`src/rtl/entropy_encoder.sv`:
```
// Converts a zigzag-ordered stream of quantised coefficients into (run, size, value) tokens:
// DC delta coding, AC zero run-length coding with ZRL/EOB, valid/ready on both sides.
module entropy_encoder #(
    parameter int DELTA_ENCODE = 1,
    parameter int BLOCK_LEN    = 64,
    parameter int MAX_RUN      = 15
) (
    input  logic        clk_in,
    input  logic        rst_n_in,
    input  logic [11:0] coeff_in,
    input  logic        sof_in,
    input  logic        valid_in,
    output logic        ready_out,
    output logic [10:0] value_out,
    output logic [4:0]  run_out,
    output logic [4:0]  size_out,
    output logic        dc_out,
    output logic        valid_out,
    input  logic        ready_in
);

    localparam int IDX_W = $clog2(BLOCK_LEN);
    localparam int RUN_W = IDX_W + 1;

    // Handshake: a coefficient moves when valid_in && ready_out, a token moves when
    // valid_out && ready_in; a presented token and its fields hold until it moves.
    typedef enum logic {
        ST_ACCEPT = 1'b0,
        ST_ZRL    = 1'b1
    } state_e;

    state_e             state_q, state_d;
    logic [IDX_W-1:0]   idx_q, idx_d;
    logic [RUN_W-1:0]   zrun_q, zrun_d;
    logic [11:0]        last_dc_q, last_dc_d;
    logic [4:0]         hold_size_q, hold_size_d;
    logic [10:0]        hold_value_q, hold_value_d;
    logic               valid_q, valid_d;
    logic [10:0]        value_q, value_d;
    logic [4:0]         run_q, run_d;
    logic [4:0]         size_q, size_d;
    logic               dc_q, dc_d;

    logic               in_fire, out_fire, is_dc, is_last;
    logic [11:0]        dc_pred, enc_v;
    logic [10:0]        enc_abs, enc_mask, enc_value;
    logic [4:0]         enc_size;

    assign ready_out = rst_n_in && (state_q == ST_ACCEPT) && (!valid_q || ready_in);
    assign in_fire   = valid_in && ready_out;
    assign out_fire  = valid_q && ready_in;
    assign is_dc     = (idx_q == '0);
    assign is_last   = (idx_q == IDX_W'(BLOCK_LEN - 1));

    assign valid_out = valid_q;
    assign value_out = value_q;
    assign run_out   = run_q;
    assign size_out  = size_q;
    assign dc_out    = dc_q;

    // Magnitude category and one's-complement value bits of the symbol being coded.
    always_comb begin
        dc_pred = sof_in ? 12'd0 : last_dc_q;
        if (is_dc && (DELTA_ENCODE != 0)) enc_v = coeff_in - dc_pred;
        else                              enc_v = coeff_in;
        enc_abs  = enc_v[11] ? (~enc_v[10:0] + 11'd1) : enc_v[10:0];
        enc_size = 5'd0;
        for (int i = 0; i < 11; i++) begin
            if (enc_abs[i]) enc_size = 5'(i + 1);
        end
        enc_mask  = (11'd1 << enc_size) - 11'd1;
        enc_value = enc_v[11] ? (~enc_abs & enc_mask) : enc_abs;
    end

    always_comb begin
        state_d      = state_q;
        idx_d        = idx_q;
        zrun_d       = zrun_q;
        last_dc_d    = last_dc_q;
        hold_size_d  = hold_size_q;
        hold_value_d = hold_value_q;
        valid_d      = valid_q;
        value_d      = value_q;
        run_d        = run_q;
        size_d       = size_q;
        dc_d         = dc_q;
        if (out_fire) valid_d = 1'b0;

        case (state_q)
            ST_ACCEPT: begin
                if (in_fire) begin
                    idx_d = is_last ? '0 : idx_q + IDX_W'(1);
                    if (is_dc) begin
                        valid_d   = 1'b1;
                        dc_d      = 1'b1;
                        run_d     = 5'd0;
                        size_d    = enc_size;
                        value_d   = enc_value;
                        last_dc_d = coeff_in;
                        zrun_d    = '0;
                    end else if (coeff_in == 12'd0) begin
                        if (is_last) begin
                            valid_d = 1'b1;
                            dc_d    = 1'b0;
                            run_d   = 5'd0;
                            size_d  = 5'd0;
                            value_d = 11'd0;
                            zrun_d  = '0;
                        end else begin
                            zrun_d = zrun_q + RUN_W'(1);
                        end
                    end else if (zrun_q <= RUN_W'(MAX_RUN)) begin
                        valid_d = 1'b1;
                        dc_d    = 1'b0;
                        run_d   = zrun_q[4:0];
                        size_d  = enc_size;
                        value_d = enc_value;
                        zrun_d  = '0;
                    end else begin
                        // Run too long for one token: first ZRL now, coefficient parked.
                        valid_d      = 1'b1;
                        dc_d         = 1'b0;
                        run_d        = 5'(MAX_RUN);
                        size_d       = 5'd0;
                        value_d      = 11'd0;
                        zrun_d       = zrun_q - RUN_W'(MAX_RUN + 1);
                        hold_size_d  = enc_size;
                        hold_value_d = enc_value;
                        state_d      = ST_ZRL;
                    end
                end
            end
            ST_ZRL: begin
                if (out_fire) begin
                    valid_d = 1'b1;
                    dc_d    = 1'b0;
                    if (zrun_q > RUN_W'(MAX_RUN)) begin
                        run_d   = 5'(MAX_RUN);
                        size_d  = 5'd0;
                        value_d = 11'd0;
                        zrun_d  = zrun_q - RUN_W'(MAX_RUN + 1);
                    end else begin
                        run_d   = zrun_q[4:0];
                        size_d  = hold_size_q;
                        value_d = hold_value_q;
                        zrun_d  = '0;
                        state_d = ST_ACCEPT;
                    end
                end
            end
            default: state_d = ST_ACCEPT;
        endcase
    end

    always_ff @(posedge clk_in or negedge rst_n_in) begin
        if (!rst_n_in) begin
            state_q      <= ST_ACCEPT;
            idx_q        <= '0;
            zrun_q       <= '0;
            last_dc_q    <= 12'd0;
            hold_size_q  <= 5'd0;
            hold_value_q <= 11'd0;
            valid_q      <= 1'b0;
            value_q      <= 11'd0;
            run_q        <= 5'd0;
            size_q       <= 5'd0;
            dc_q         <= 1'b0;
        end else begin
            state_q      <= state_d;
            idx_q        <= idx_d;
            zrun_q       <= zrun_d;
            last_dc_q    <= last_dc_d;
            hold_size_q  <= hold_size_d;
            hold_value_q <= hold_value_d;
            valid_q      <= valid_d;
            value_q      <= value_d;
            run_q        <= run_d;
            size_q       <= size_d;
            dc_q         <= dc_d;
        end
    end

endmodule

```
`config.mk`:
```
export PLATFORM = sky130hd
export DESIGN_NAME = entropy_encoder
export DESIGN_NICKNAME = d
export VERILOG_FILES = /design/src/rtl/entropy_encoder.sv
export SDC_FILE = /design/constraint.sdc
export NUM_CORES = 1
export LEC_CHECK = 0
export ABC_AREA = 1
export BUFFER_PORTS_ARGS = -buffer_cell sky130_fd_sc_hd__buf_4
export CORE_UTILIZATION = 61
export CTS_CLUSTER_SIZE = 30
export DETAILED_ROUTE_END_ITERATION = 6
export GPL_ROUTABILITY_DRIVEN = 0
export GPL_TIMING_DRIVEN = 0
export PLACE_DENSITY = 0.8
export SYNTH_ARGS = -nofsm -noshare
export SYNTH_HDL_FRONTEND = slang
export SYNTH_SLANG_ARGS = --single-unit
```
`constraint.sdc`:
```
create_clock -name clk_in -period 4.8 [get_ports clk_in]
set_clock_uncertainty 0.2 [all_clocks]
set_input_delay 0 -clock clk_in [delete_from_list [all_inputs] [get_ports clk_in]]
set_output_delay 0 -clock clk_in [all_outputs]
set_load 0.02 [all_outputs]
```
==> metrics.txt, run 1 <==
DR pass1 iterations=6; commonest non-fill, non-tap cell in the layout=nand2_1; Iteration-0 DRC Markers=290; Core ar.=0.007447 mm²; CTS tree=built; P_leak=0.002912 µW; dpl ws=287.2 ps; Final period util=90.98%; Core Util, Final=75.00%; via count=4826; slowest CP cell=fa_1; Fillers=599; Worst IR Drop VDD=0.1724 mV; Switching Fraction=40.72%; setup_tns=0 ps; largest cells by area after synthesis=dfrtp_1 33%, nand2_1 18%, inv_1 6.3%, nand3_1 5.9%, ha_1 5.0%; Die X=90.73 µm; Hold Fails Final Rpt=0; Setup Viol. Count Final=0; fmax=229.0 MHz; RSZ-0062 raised after global routing=false; Area growth, synth to finish=16.31%; placed cells=829; leading area contributor after synthesis=dfrtp_1; post-route ant nets=0; Synth top area share=32.83%; WP data arrival=4390 ps; CTS Buf Count=9; Initial Utilization=64.48%; Tot GR Track Use=31.36%; Clock Tree Root=clkbuf_8; WL final=12.33 mm; detailed-placement wirelength estimate=9.236 mm; I/O pin count=41; Die ar.=0.008231 mm²; Antenna diodes=0; Max-cap violations=0; Syn Std Cell Area=0.004802 mm²; clock sinks=63; clock latency on the worst-skew pair=340 ps; Period minus WS final=4367 ps; commonest cells after routing, fill and taps aside=227 x nand2_1, 81 x inv_1, 63 x dfrtp_1, 57 x nand3_1, 42 x o21ai_0; Setup CP Type=reg2reg; Int Power=1328 µW; CTS H-tree lvls=3; Slew Limit Fails=0; Die Height=90.73 µm; NumNets Final=792; slowest stage delay, CP=440 ps; IO buf count=39; clock share of power=23.3%; Async SR Flop Fraction=100.0%; via-per-instance ratio=5.618; Mapped Nets=728; Netlist cell types=51; status=complete, no violations; Post-CTS Setup Inserts=0; Gate power share=41.5%; setup ws final=433.2 ps; Routed WL per cell=14.36 µm; GR Overflow Total=0; Main synth FF type=dfrtp_1; clock slew at reported path FFs=80 ps; vias in the first global route=4433; pwr/cell area=401.1 mW/mm²; Least-Margin Pin Slew=796.4 ps; share of cells above drive strength 1=16.45%; Post-synth EDFFs=0; switching pwr=912.2 µW; post-synthesis sequential area ratio=32.83%; CP required=4830 ps; first-pass GRT wire length=20.73 mm; clock tree buffer depth=2; synthesized flop and latch total=63; Rel. slew slack=46.91%; crit end category=register; HP Class=in2reg; initial antenna violation count=0; DRC Markers=0; sequential power share=35.2%; Synth Warn #=0; Post-Synthesis Cells=691; critical path peak fanout=5; Cell Rows=31; syn avg cell area=6.950 µm²; CP startpoint kind=register; largest net degree at the start of global routing=65; final std cells w/o fill=859
==> critical path, delay by kind of cell, from the launching register on <==
| family | cells | cell delay [ps] |
|---|---|---|
| and+or+nand+nor | 20 | 2000 |
| DFF | 1 | 370 |
| AOI/OAI and AO/OA | 1 | 50 |
| adders and majority gates | 4 | 1070 |
| buffers and inverters | 6 | 560 |
==> Yosys cell counts, types with 2 or more instances <==
cell type / instances
inv_2: 12
nand3_2: 8
o21bai_1: 2
o21ai_1: 4
nand4_1: 11
xnor2_1: 2
dfrtp_1: 63
nand3_1: 57
or2_1: 2
nor2_1: 26
nand2_2: 18
nand2_4: 5
inv_1: 81
nor2_4: 3
nand3b_1: 2
buf_6: 2
or2_0: 3
o22ai_1: 2
nor2_2: 3
nor2_8: 4
a2bb2oi_1: 3
a21boi_1: 4
nor3_1: 4
nor4_1: 3
ha_1: 19
clkbuf_1: 13
or2_2: 3
o21ai_0: 42
buf_2: 2
a21oi_1: 21
a31oi_1: 8
nand2_1: 228
xor2_1: 4
o31ai_1: 2
a32oi_1: 7
o21ai_2: 3
==> final timing paths <==
check                                  end  cells after the start  slack, ps       startpoint
min reg2reg                hold_value_q[1]                      2        270  hold_value_q[1]
min in group asynchronous        zrun_q[1]                      2        100         rst_n_in
max                           value_out[6]                     31        430     last_dc_q[0]
min                               idx_q[4]                      4         20         valid_in
max reg2reg                   value_out[6]                     31        430     last_dc_q[0]
max in group asynchronous          state_q                      2       3780         rst_n_in
==> timing repair <==
| action | 4_1_cts | 5_1_grt |
|---|---|---|
| hold buffers | 14 | 0 |
| endpoints found under the hold margin | 78 | 0 |
| setup endpoints to repair | 0 | 2 |
| gates resized for setup | 0 | 2 |
==> layout make-up <==
cell class | instances | area, µm² | area share [%]
Clock inverter | 7 | 95.09 | 1.703
Sequential cell | 63 | 1577 | 28.23
Buffer | 18 | 88.84 | 1.591
Clock buffer | 9 | 123.9 | 2.218
Inverter | 95 | 357.8 | 6.407
Tap cell | 99 | 123.9 | 2.218
Multi-Input combinational cell | 515 | 2786 | 49.89
Timing Repair Buffer | 53 | 432.9 | 7.751
==> power by group through the flow <==
stage               logic, µW  registers [µW]  clock network, µW
floorplan                 515             873                  0
global placement          869             787                  0
detailed placement        904             798                  0
CTS                       921             789                525
global route             1020             807                548
finish                    929             789                522
==> kinds of logic (layout without fill, tap and decap cells) <==
group           after synthesis  after routing  share of synthesized area [%]
simple gates                383            383                          38.20
buf+inv                     113            182                          9.302
compound gates              105            105                          13.13
flops                        63             63                          32.83
fa+ha+maj                    20             20                          5.367
xor+xnor                      6              6                          1.094
other cells                   1              1                        0.07809
==> metal layers <==
layer	wire, µm	vias up	global-route usage, %
li1	-	2370	-
met1	5427	2261	42.47
met2	5922	178	53.16
met3	835	17	4.040
met4	149	0	7.392
met5	0	-	0
==> per-stage QoR <==
step	hold WS, ps	total power [µW]	cell area, µm²
after detailed placement	-61.94	1702	5219
after global placement	-58.64	1656	5219
final	15.07	2240	5585
after CTS	2.780	2236	5578
after global routing	23.57	2379	5585
after floorplan	-495.6	1388	4802
==> flip-flops by register name (all words and copies together) (netlist names) <==
register / flops
dc_out: 1
hold_value_q: 11
zrun_q: 7
valid_out: 1
last_dc_q: 12
hold_size_q: 4
value_out: 11
run_out: 5
size_out: 4
idx_q: 6
state_q: 1
(Power assumes the default switching activity.)
==> inputs of run 2 (changes only) <==
--- a/config.mk
+++ b/config.mk
@@ -7,12 +7,12 @@
 export LEC_CHECK = 0
 export ABC_AREA = 1
 export BUFFER_PORTS_ARGS = -buffer_cell sky130_fd_sc_hd__buf_4
-export CORE_UTILIZATION = 61
+export CORE_UTILIZATION = 55
 export CTS_CLUSTER_SIZE = 30
 export DETAILED_ROUTE_END_ITERATION = 6
 export GPL_ROUTABILITY_DRIVEN = 0
 export GPL_TIMING_DRIVEN = 0
-export PLACE_DENSITY = 0.8
+export PLACE_DENSITY = 0.73
 export SYNTH_ARGS = -nofsm -noshare
 export SYNTH_HDL_FRONTEND = slang
 export SYNTH_SLANG_ARGS = --single-unit
==> run 2 against run 1 <==
  * Sequential power hardly changed
  * Combinational power decreased by 2.2%
  * Sequential cell count unchanged
  * Clock-buffer cell count is the same
  * Critical path type unchanged
  * Critical endpoint is now value_out[8]
  * Largest power group unchanged
  * Highest routed layer unchanged
==> metrics.txt, run 2 (synthesized netlist as in run 1, its figures left out) <==
multi-input logic area=0.002784 mm²; clock latency on the worst-skew pair=350 ps; largest reg by FF count=last_dc_q; Max-cap violations=0; Routed WL per cell=14.09 µm; met2 wire length=5.609 mm; commonest non-fill, non-tap cell in the layout=nand2_1; hold path startpoint=valid_in; slowest CP cell=fa_1; Setup Viol. Count Final=0; NumNets Final=792; critical path peak fanout=5; Die ar.=0.009109 mm²; Iteration-0 DRC Markers=269; Seq. cell area=0.001577 mm²; Setup CP Type=reg2reg; post-route ant nets=0; Clock Tree Root=clkbuf_8; share of cells above drive strength 1=16.32%; clock slew at reported path FFs=80 ps; Initial Utilization=57.58%; fmax=228.9 MHz; Area growth, synth to finish=15.95%; Worst Setup SP=last_dc_q[0]; vias in the first global route=4391; Die Height=95.44 µm; HP Class=in2reg; Met3 Wirelength=429 µm; initial antenna violation count=0; Final period util=91.03%; Antenna diodes=0; CTS tree=built; CTS Buf Count=9; Worst IR Drop VDD=0.1546 mV; CP startpoint kind=register; Cell Rows=33; Fin Hold WS=59.17 ps; I/O pin count=41; R2R depth=28; commonest cells after routing, fill and taps aside=228 x nand2_1, 81 x inv_1, 63 x dfrtp_1, 57 x nand3_1, 42 x o21ai_0; max FFs per register=12; Period minus WS final=4369 ps; Hold Fails Final Rpt=0; DRC Markers=0; setup_tns=0 ps; Tot GR Track Use=28.94%; Slew Limit Fails=0; hold path cells=4; status=complete, no violations; Core ar.=0.008341 mm²; detailed-placement wirelength estimate=9.131 mm; via count=4751; Least-Margin Pin Slew=819.5 ps; Fillers=704; first-pass GRT wire length=20.42 mm; r2r startpoint=last_dc_q[0]; clock tree buffer depth=2; DR pass1 iterations=5; total power=2179 µW; CP required=4870 ps; IO buf count=39; largest net degree at the start of global routing=65; RSZ-0062 raised after global routing=false; GR Overflow Total=0; pwr/cell area=391.3 mW/mm²; clock sinks=63; via-per-instance ratio=5.492; P_leak=0.002898 µW; crit end category=register; Rel. slew slack=45.37%; top sig layer=met4; slowest stage delay, CP=430 ps; Die X=95.44 µm; WP data arrival=4440 ps; Routed met1 length=5.917 mm; WL final=12.19 mm; CTS H-tree lvls=3
## run 2: cell types whose count changed in the layout (fill, tap and decap cells not counted)
cell        before  now
nand2_1        227  228
nand2_2         19   18
bufinv_16        2    1
clkinvlp_4       1    2
## run 2: area by class of cell
| class | instances | share of cell area, % |
|---|---|---|
| clock buffer | 9 | 2.225 |
| timing repair buffer | 53 | 7.775 |
| sequential | 63 | 28.31 |
| buffer | 18 | 1.596 |
| multi-input combinational | 515 | 50.00 |
| clock inverter | 7 | 1.303 |
| tap | 105 | 2.360 |
| inverter | 95 | 6.427 |
## run 2: report_power, final
group,switching (µW),leakage (µW),internal (µW)
sequential,101,0.000813,687
combinational,562,0.00199,346
clock,242,0.0000956,241
## run 2: final timing paths
path,endpoint,slack [ps]
max,value_out[8],430
min,idx_q[4],60
max reg2reg,value_out[8],430
min reg2reg,last_dc_q[6],280
max in group asynchronous,hold_value_q[0],3780
min in group asynchronous,zrun_q[2],70
## run 2: metrics by stage
stage                     setup slack, ps  area [µm²]  util [%]  std cells
after detailed placement            356.2        5226     62.66        835
after global routing                47.71        5568     66.76        865
after CTS                           386.4        5563     66.70        865
after global placement              473.7        5226     62.66        835
final                               430.7        5568     66.76        865
after floorplan                      1087        4802         -        691
## run 2: per-layer routing
layer  GRT usage [%]  vias to the layer above
met1           40.26                     2241
met2           46.79                      107
met3           3.668                       24
li1                -                     2379
met5               0                        -
met4           8.955                        0
## run 2: worst max-delay path, delay by kind of cell, from the launching register on
kind	cells	cell delay, ps
adder cells (fa/ha/maj)	4	1060
AND/OR/NAND/NOR	16	1730
AO/OA/AOI/OAI	3	480
buffers and inverters	5	440
flip-flops	1	370
## run 2: timing repair
item / CTS / global route
setup buffers: 0 / 0
resized for setup: 0 / 1
endpoints found under the setup margin: 0 / 1
hold buffers: 14 / 0
endpoints found under the hold margin: 78 / 0
==> inputs of run 3 (changes only) <==
--- a/config.mk
+++ b/config.mk
@@ -12,7 +12,9 @@
 export DETAILED_ROUTE_END_ITERATION = 6
 export GPL_ROUTABILITY_DRIVEN = 0
 export GPL_TIMING_DRIVEN = 0
-export PLACE_DENSITY = 0.73
+export HOLD_SLACK_MARGIN = 0.08
+export PLACE_DENSITY = 0.74
+export SKIP_LAST_GASP = 1
 export SYNTH_ARGS = -nofsm -noshare
 export SYNTH_HDL_FRONTEND = slang
 export SYNTH_SLANG_ARGS = --single-unit
==> run 3 against run 2 <==
  * Wire length increased by 1.5%
  * Die area unchanged
  * Clock-buffer cell count unchanged
  * Sequential power about the same
==> metrics.txt, run 3 (synthesized netlist as in run 1, its figures left out) <==
reg2reg end=value_out[8]; Iteration-0 DRC Markers=214; Antenna diodes=0; switching pwr=912.8 µW; final std cells w/o fill=866; Rel. slew slack=44.51%; crit end category=register; Least-Margin Pin Slew=832.4 ps; post-route ant nets=0; placed cells=835; Slew Limit Fails=0; sequential power share=34.2%; Max-cap violations=0; largest net degree at the start of global routing=65; clock share of power=26.3%; initial antenna violation count=0; Area growth, synth to finish=17.35%; commonest cells after routing, fill and taps aside=227 x nand2_1, 81 x inv_1, 63 x dfrtp_1, 57 x nand3_1, 42 x o21ai_0; Period minus WS final=4349 ps; HP Class=in2async; r2r startpoint=last_dc_q[0]; Routed WL per cell=14.28 µm; Fillers=730; Die ar.=0.009109 mm²; largest reg by FF count=last_dc_q; clock tree buffer depth=2; DRC Markers=0; WP data arrival=4430 ps; first-pass GRT wire length=20.22 mm; via-per-instance ratio=5.537; R2R depth=28; R2R setup slack=450 ps; pwr/cell area=407.9 mW/mm²; critical path peak fanout=5; RSZ-0062 raised after global routing=false; Core ar.=0.008341 mm²; Worst Setup SP=last_dc_q[0]; total power=2299 µW; Die Height=95.44 µm; P_leak=0.002933 µW; commonest non-fill, non-tap cell in the layout=nand2_1; DR pass1 iterations=5; multi-input logic area=0.002786 mm²; Die X=95.44 µm; WL final=12.37 mm; setup_tns=0 ps; Gate power share=39.5%; Seq. cell area=0.001577 mm²; Final period util=90.61%; CTS tree=built; Fin Hold WS=72.44 ps; max FFs per register=12; status=complete, no violations; NumNets Final=793; share of cells above drive strength 1=16.43%; Cell Rows=33; Setup Viol. Count Final=0; slowest CP cell=fa_1; Setup CP Type=reg2reg; Clock Tree Root=clkbuf_8; IO buf count=39; via count=4795; CP startpoint kind=register; clock slew at reported path FFs=90 ps; I/O pin count=41; detailed-placement wirelength estimate=9.155 mm; Initial Utilization=57.58%; dpl ws=379.8 ps; vias in the first global route=4356; Tot GR Track Use=28.83%; fmax=229.9 MHz; clock latency on the worst-skew pair=350 ps; Post-CTS Setup Inserts=0; CTS Buf Count=9; setup ws final=450.8 ps; Switching Fraction=39.71%; CTS H-tree lvls=3; Hold Fails Final Rpt=0; Int Power=1386 µW; slowest stage delay, CP=430 ps; CP required=4880 ps; Worst IR Drop VDD=0.1888 mV; GR Overflow Total=0; clock sinks=63
-- run 3: cell types whose count changed in the layout (fill, tap and decap cells not counted), sizes merged --
cell / change
clkinvlp: -2
dlygate4sd3: +1
clkinv: -2
inv: +2
bufinv: +2
-- run 3: worst max-delay path: cells and delay by family (launching register included) --
kind | cells | cell delay, ps
AO/OA/AOI/OAI | 3 | 480
adder cells (fa/ha/maj) | 4 | 1060
buffers and inverters | 5 | 430
flip-flops | 1 | 370
AND/OR/NAND/NOR | 16 | 1730
-- run 3: worst max-delay path by stage --
stage,endpoint,slack [ps]
final,value_out[8],450
after global routing,value_out[10],10
after CTS,value_out[1],400
after detailed placement,value_out[1],380
after global placement,value_out[1],470
after floorplan,value_out[1],1090
-- run 3: metal layers --
layer / vias to the layer above / share of wire, % / GRT usage [%]
met5: - / 0 / 0
met4: 0 / 1.7 / 8.706
met3: 16 / 5.0 / 4.785
met2: 150 / 47 / 48.33
met1: 2253 / 47 / 37.99
li1: 2376 / - / -
-- run 3: timing repair --
action,CTS,global route
endpoints found under the hold margin,85,0
endpoints found under the setup margin,0,2
resized for setup,0,2
hold buffers,15,0
-- run 3: layout make-up --
cell class,count,area share (%)
buffer,18,1.576
clock buffer,9,2.198
clock inverter,7,2.265
inverter,95,6.350
multi-input combinational,515,49.44
sequential,63,27.98
tap,105,2.331
timing repair buffer,54,7.860
-- run 3: metrics by stage --
step	utilization, %	cell area, µm²
5_1_grt	67.57	5635
3_5_place_dp	62.66	5226
4_1_cts	67.48	5628
3_3_place_gp	62.66	5226
6_report	67.57	5635
2_1_floorplan	-	4802
-- run 3: power by group through the flow --
| stage | clock network [µW] | logic [µW] | registers [µW] |
|---|---|---|---|
| after floorplan | 0 | 515 | 873 |
| after global placement | 0 | 873 | 787 |
| after detailed placement | 0 | 891 | 792 |
| after CTS | 606 | 906 | 784 |
| after global routing | 626 | 1010 | 806 |
| final | 604 | 908 | 786 |
